`config.mk`:
```
export PLATFORM = sky130hd
export DESIGN_NAME = fq_vc_scheduler
export DESIGN_NICKNAME = d
export VERILOG_FILES = /design/src/rtl/fq_vc_scheduler.sv
export SDC_FILE = /design/constraint.sdc
export NUM_CORES = 1
export LEC_CHECK = 0
export BUFFER_PORTS_ARGS = -buffer_cell sky130_fd_sc_hd__buf_2
export CAP_MARGIN = 25
export CORE_AREA = 2 2 54 56
export DETAILED_ROUTE_END_ITERATION = 7
export DIE_AREA = 0 0 56 58
export HOLD_SLACK_MARGIN = 0.08
export PLACE_DENSITY = 0.82
export SLEW_MARGIN = 15
export SYNTH_ARGS = -nofsm -noshare
export SYNTH_HDL_FRONTEND = slang
export SYNTH_SLANG_ARGS = --single-unit
```
`constraint.sdc`:
```
create_clock -name clock_i -period 3.3 [get_ports clock_i]
set_clock_uncertainty 0.1 [all_clocks]
set_input_delay 0.33 -clock clock_i [delete_from_list [all_inputs] [get_ports clock_i]]
set_output_delay 0.33 -clock clock_i [all_outputs]
set_load 0.05 [all_outputs]
```
`src/rtl/fq_vc_scheduler.sv`:
```
// fq_vc_scheduler: output-side VC scheduler for a flit queue.
// Keeps a downstream credit counter per VC, round-robin arbitrates among VCs
// that have a head flit and a credit, pops the winner with a one-hot dequeue
// and holds the granted flit on a registered valid/ack output port.
// Optional build macro: FQ_SCHED_STATS_EN enables the credit-starvation
// stall counter; without it stall_count_o is tied to zero.

`ifndef FLIT_WIDTH
`define FLIT_WIDTH 8
`endif

// Per-VC downstream credit counter with saturating return.
module fq_vc_credit #(
  parameter int CREDIT_MAX = 5,
  parameter int CW         = 3
) (
  input  logic          clock_i,
  input  logic          reset_i,
  input  logic          inc_i,
  input  logic          dec_i,
  output logic [CW-1:0] count_o,
  output logic          full_o,
  output logic          ovf_o
);
  logic [CW-1:0] count_q, count_d;

  assign full_o  = (count_q == CW'(CREDIT_MAX));
  // A return with no matching grant while already full is a protocol error.
  assign ovf_o   = inc_i & ~dec_i & full_o;
  assign count_o = count_q;

  // Next count: a grant and a return in the same cycle cancel out.
  always_comb begin
    count_d = count_q;
    if (inc_i && !dec_i && !full_o)
      count_d = count_q + CW'(1);
    else if (dec_i && !inc_i)
      count_d = count_q - CW'(1);
  end

  // Counter register, starts with the full downstream buffer depth.
  always_ff @(posedge clock_i or posedge reset_i) begin
    if (reset_i) count_q <= CW'(CREDIT_MAX);
    else         count_q <= count_d;
  end
endmodule

module fq_vc_scheduler #(
  parameter int LOG_NVCS   = 1,
  parameter int CREDIT_MAX = 5,
  parameter int CW         = 3
) (
  input  logic                              clock_i,
  input  logic                              reset_i,
  input  logic                              enable_i,
  input  logic [(1<<LOG_NVCS)*`FLIT_WIDTH-1:0] flit_in_i,
  input  logic [(1<<LOG_NVCS)-1:0]          flit_in_valid_i,
  output logic [(1<<LOG_NVCS)-1:0]          dequeue_o,
  output logic [`FLIT_WIDTH-1:0]            flit_out_o,
  output logic                              flit_out_valid_o,
  output logic [LOG_NVCS-1:0]               flit_out_vc_o,
  input  logic                              flit_out_ack_i,
  input  logic                              credit_in_valid_i,
  input  logic [LOG_NVCS-1:0]               credit_in_vc_i,
  output logic                              error_o,
  output logic                              is_quiescent_o,
  output logic [15:0]                       stall_count_o
);
  localparam int NVCS = 1 << LOG_NVCS;
  localparam int FW   = `FLIT_WIDTH;

  typedef enum logic {S_IDLE = 1'b0, S_HOLD = 1'b1} state_t;

  state_t                      state_q;
  logic [FW-1:0]               flit_q;
  logic [LOG_NVCS-1:0]         vc_q;
  logic [LOG_NVCS-1:0]         last_q;
  logic                        error_q;

  logic [NVCS-1:0][CW-1:0]     credit;
  logic [NVCS-1:0]             cr_full;
  logic [NVCS-1:0]             cr_ovf;
  logic [NVCS-1:0]             cr_inc;
  logic [NVCS-1:0]             eligible;
  logic                        slot_free;
  logic                        grant;
  logic                        found;
  logic [LOG_NVCS-1:0]         win;
  logic [LOG_NVCS-1:0]         idx;

  // Per-VC credit counters; a grant decrements only the winner.
  for (genvar v = 0; v < NVCS; v++) begin : g_vc
    assign cr_inc[v]   = credit_in_valid_i & (credit_in_vc_i == LOG_NVCS'(v));
    assign eligible[v] = flit_in_valid_i[v] & (credit[v] != '0);
    fq_vc_credit #(.CREDIT_MAX(CREDIT_MAX), .CW(CW)) u_cr (
      .clock_i (clock_i),
      .reset_i (reset_i),
      .inc_i   (cr_inc[v]),
      .dec_i   (dequeue_o[v]),
      .count_o (credit[v]),
      .full_o  (cr_full[v]),
      .ovf_o   (cr_ovf[v])
    );
  end

  // The output register can take a new flit when empty or being drained now.
  assign slot_free = (state_q == S_IDLE) | flit_out_ack_i;
  assign grant     = enable_i & slot_free & (|eligible);

  // Round-robin search starting just after the last winner; NVCS is a power
  // of two, so truncating the sum is the modulo wrap.
  always_comb begin
    found = 1'b0;
    win   = '0;
    idx   = '0;
    for (int k = 1; k <= NVCS; k++) begin
      idx = last_q + LOG_NVCS'(k);
      if (!found && eligible[idx]) begin
        found = 1'b1;
        win   = idx;
      end
    end
  end

  assign dequeue_o = grant ? (NVCS'(1) << win) : '0;

  // Output FSM: load on grant, drain to IDLE on ack without a new grant,
  // and record sticky protocol errors (stray ack, credit overflow).
  always_ff @(posedge clock_i or posedge reset_i) begin
    if (reset_i) begin
      state_q <= S_IDLE;
      flit_q  <= '0;
      vc_q    <= '0;
      last_q  <= LOG_NVCS'(NVCS - 1);
      error_q <= 1'b0;
    end else begin
      if ((flit_out_ack_i && state_q == S_IDLE) || (|cr_ovf))
        error_q <= 1'b1;
      if (grant) begin
        state_q <= S_HOLD;
        flit_q  <= flit_in_i[win*FW +: FW];
        vc_q    <= win;
        last_q  <= win;
      end else if (state_q == S_HOLD && flit_out_ack_i) begin
        state_q <= S_IDLE;
      end
    end
  end

  assign flit_out_o       = flit_q;
  assign flit_out_vc_o    = vc_q;
  assign flit_out_valid_o = (state_q == S_HOLD);
  assign error_o          = error_q;
  assign is_quiescent_o   = (state_q == S_IDLE) & (&cr_full);

`ifdef FQ_SCHED_STATS_EN
  logic        stall_cond;
  logic [15:0] stall_q;

  // Slot is free and a flit is waiting, but every waiting VC lacks credit.
  assign stall_cond = enable_i & slot_free & (|flit_in_valid_i) & ~(|eligible);

  // Saturating credit-starvation counter.
  always_ff @(posedge clock_i or posedge reset_i) begin
    if (reset_i)                              stall_q <= '0;
    else if (stall_cond && stall_q != 16'hFFFF) stall_q <= stall_q + 16'd1;
  end

  assign stall_count_o = stall_q;
`else
  assign stall_count_o = '0;
`endif
endmodule

```
==> results list <==
* Run status: finished clean
- Layout cells sized above 1: approximately 36%
- Headroom to the max-slew limit: 47.4%
- Number of input and output port buffers inserted: 37
* Effective utilization at floorplan: 42.6%
* Main flop type after synthesis: dfrtp_1
- Clock sink count: 18
* Number of storage elements in the synthesis netlist: 18
* Fraction of the mapped netlist area in compound gates: 15.7%
- The repair_antennas step left the layout with diodes totalling 0.
- The tool flagged a number of max-cap violations equal to 0.
* Post-CTS setup-driven buffer insertion count: 0
* Launch point of the worst reg-to-reg path: g_vc[0].u_cr.count_o[1]
- The net count of the finished layout is 173.
- Of the total synthesized cell area, the portion taken by AND, OR, NAND and NOR gates is a little over an eighth.
* Detailed-route wire length: 2350 um
- The number of hold violations in the final report came to 0.
- Measured along the y axis, the die boundary spans 58 um.
* Pwr dens: 969 mW/mm^2
- Summed over all instances, the cell type with the most area after synthesis is dfrtp_1.
* Routed via count: between 900 and 1000
- # DRC: 0
- Count of unique library cells instantiated by Yosys: 37
* Post-synthesis sequential area ratio: 40.2%
- Worst Max-Slew Pin Slew: around 0.8 ns
* Beginning of the worst hold path: flit_in_i[8]
- The floorplan has 19 rows.
- Xor and xnor fraction of the mapped netlist area: 2.32%
* Global-route wire length before repair: 3960 um
* Die width: 56 um
* Resized Gates After CTS: 0
* Largest family of logic cells by synthesized area: buffers and inverters
- Post-layout minimum cycle time: between 2 and 3 ns
* Register clock-pin slew on the reported worst setup and hold paths: 0.11 ns
* Buffers from clock root to sink, at most: 2
- The critical path in this run is classified as flip-flop to output port.
* Count of flip-flops with a built-in enable after synthesis: 0
* Average footprint of a synthesized cell: 10.2 sq um
* Total of hold buffers inserted after clock tree synthesis: 1
- Overall global routing resource usage: about 16%
- Ys async rst share: 100%
- Startpoint of the worst setup timing path: g_vc[0].u_cr.count_o[1]
- Pins Over Slew Limit: 0
* Per-cell routed wire length: 13.3 um
- Maximum number of pins on one net before global-route repair: 19
- Area share of fa/ha/maj cells after synthesis: 3.53%
- Using the TritonRoute via totals, the vias-per-cell ratio works out to around 5.3.
- In this run the cell area of the synthesized design comes to 0.00113 sq mm.
- For this design the top-level I/O count stands at 54.
* Clock latency on the worst-skew pair: about 0.30 ns
* Multiplexer share of the synthesized area: a little under 7%
* Number of failing setup endpoints in the final timing report: 0
- Summed over all nets, the half-perimeter wirelength after detailed placement is 1820 um.
- The setup check on the worst reg-to-reg path leaves a slack of about 0.80 ns.
- Of all nets on the critical path, the largest fanout is 15.
* Post-route setup TNS: 0 ns
- Total power: 1.26 mW
* Top cells by area, synth: dfrtp_1 29%, buf_4 12%, dfstp_2 12%
- Synthesis produced 111 cells.
- Endpoint type of the worst setup path: output port
* RSZ-0062 raised after global routing: no
- The area growth from synthesis to layout is 14.7%.
* Remaining antenna violation count: 0
- VDD sags by at most 0.541 mV.
- In this run the number of H-tree levels came out at 1.
- First-iteration detailed-routing DRC count: 28
- Antenna violations before repair: 0
* Last weighted congestion value of the routability-driven placer: 0.781
- Of the available clock period, the critical path in the final layout requires 76.5%.
- Required time of the worst setup path: 2.87 ns
* Area share of the largest cell type after synthesis: 28.7%
- Via count of the first global-routing pass: 925
- STA classifies the critical path startpoint as a flip-flop.
* CTS Root Buffer Type: clkbuf_4
* Max Clk Rate: approximately 0.40 GHz
- Leakage component of the power: 0.655 nW
* Clock tree from TritonCTS: done
- The pre-antenna-repair detailed-routing pass consisted of 5 iterations.
- Global routing finished with a remaining overflow of 0.
- After floorplanning, the core was sized to cover about 0.0027 sq mm.
- The min-delay analysis places its worst path in the category input port to flip-flop.
- Synth warn: 0
- Number of CTS-inserted buffers: 3
* Total Die Area: 0.00325 sq mm
- For the worst setup path, the data arrival time is about 2.1 ns.
## routing by layer
metal	wire [um]	GRT usage, %
met1	995	18.3
met2	1060	25.7
met3	223	4.02
met4	68	9.86
met5	0	0
## flip-flops by register name, indices dropped and copies added (netlist names)
| signal | flops |
|---|---|
| flit_out_o | 8 |
| g_vc.u_cr.count_o | 6 |
| error_o | 1 |
| flit_out_valid_o | 1 |
| flit_out_vc_o | 1 |
| last_q | 1 |
## final cells by class
class / count / area [sq um]
inverters: 10 / 37.5
fillers: 249 / 1360
clock buffers: 4 / 36.3
multi-input cells: 76 / 537
repair buffers: 38 / 195
well taps: 31 / 38.8
flip-flops and latches: 18 / 457
## cells in the mapped netlist (2+ instances only)
master and number:
buf_4 18, dfrtp_1 13, inv_1 9, a222oi_1 8, nand2_1 7, dfstp_2 5
nand2b_1 5, nor2b_1 4, mux2i_1 3, nor3_1 3, o21ai_0 3, a21o_1 2
buf_2 2, fa_1 2, mux2_2 2, nand3_1 2, o31a_1 2, xnor2_1 2
## cells by family after synthesis
| kind of cell | count (synthesis) |
|---|---|
| buffers and inverters | 32 |
| AND/OR/NAND/NOR | 27 |
| AO/OA/AOI/OAI | 21 |
| flip-flops | 18 |
| multiplexers | 7 |
| XOR/XNOR | 3 |
| adder cells (fa/ha/maj) | 2 |
| other | 1 |
## final timing paths
check / endpoint / cells after the start
worst max-delay path: dequeue_o[1] / 3
worst min-delay path: flit_out_o[0] / 3
worst max register to register: g_vc[1].u_cr.count_o[1] / 5
worst min register to register: error_o / 1
max in group asynchronous: g_vc[1].u_cr.count_o[1] / 3
min in group asynchronous: flit_out_o[7] / 3
## per-stage QoR
step                std cells  cell area [sq um]  util (%)  hold slack [ns]  setup slack, ns
finish                    177               1300      48.9            0.127            0.775
global route              177               1300      48.9            0.120            0.695
CTS                       177               1300      48.9            0.119            0.771
detailed placement        172               1250      47.1            0.361            0.817
global placement          172               1250      47.1            0.353            0.936
floorplan                 126               1190         -            0.165            0.851
## report_power, final
| group | internal [mW] | leakage (nW) | switching, mW |
|---|---|---|---|
| registers | 0.349 | 0.209 | 0.105 |
| logic | 0.211 | 0.425 | 0.455 |
| clock network | 0.0674 | 0.0210 | 0.0726 |
## cells in the final DEF, fill, tap and decap left out, types with 2 or more instances in the layout
cell and instances:
buf_2 37, o31a_1 2, inv_1 9, nand2_1 7
mux2i_1 3, mux2_2 2, nor2b_1 4, fa_1 2
a222oi_1 8, dfstp_2 5, clkbuf_4 3, dfrtp_1 13
nand3_1 2, nor3_1 3, nand2b_1 5, xnor2_1 2
a21o_1 2, o21ai_0 3, conb_1 16
## critical path, stage by stage (launching register included)
cell	delay (ns)
dfrtp_1	0.47
o311ai_1	0.29
and4_1	0.65
buf_2	0.38
(Power assumes the default switching activity.)
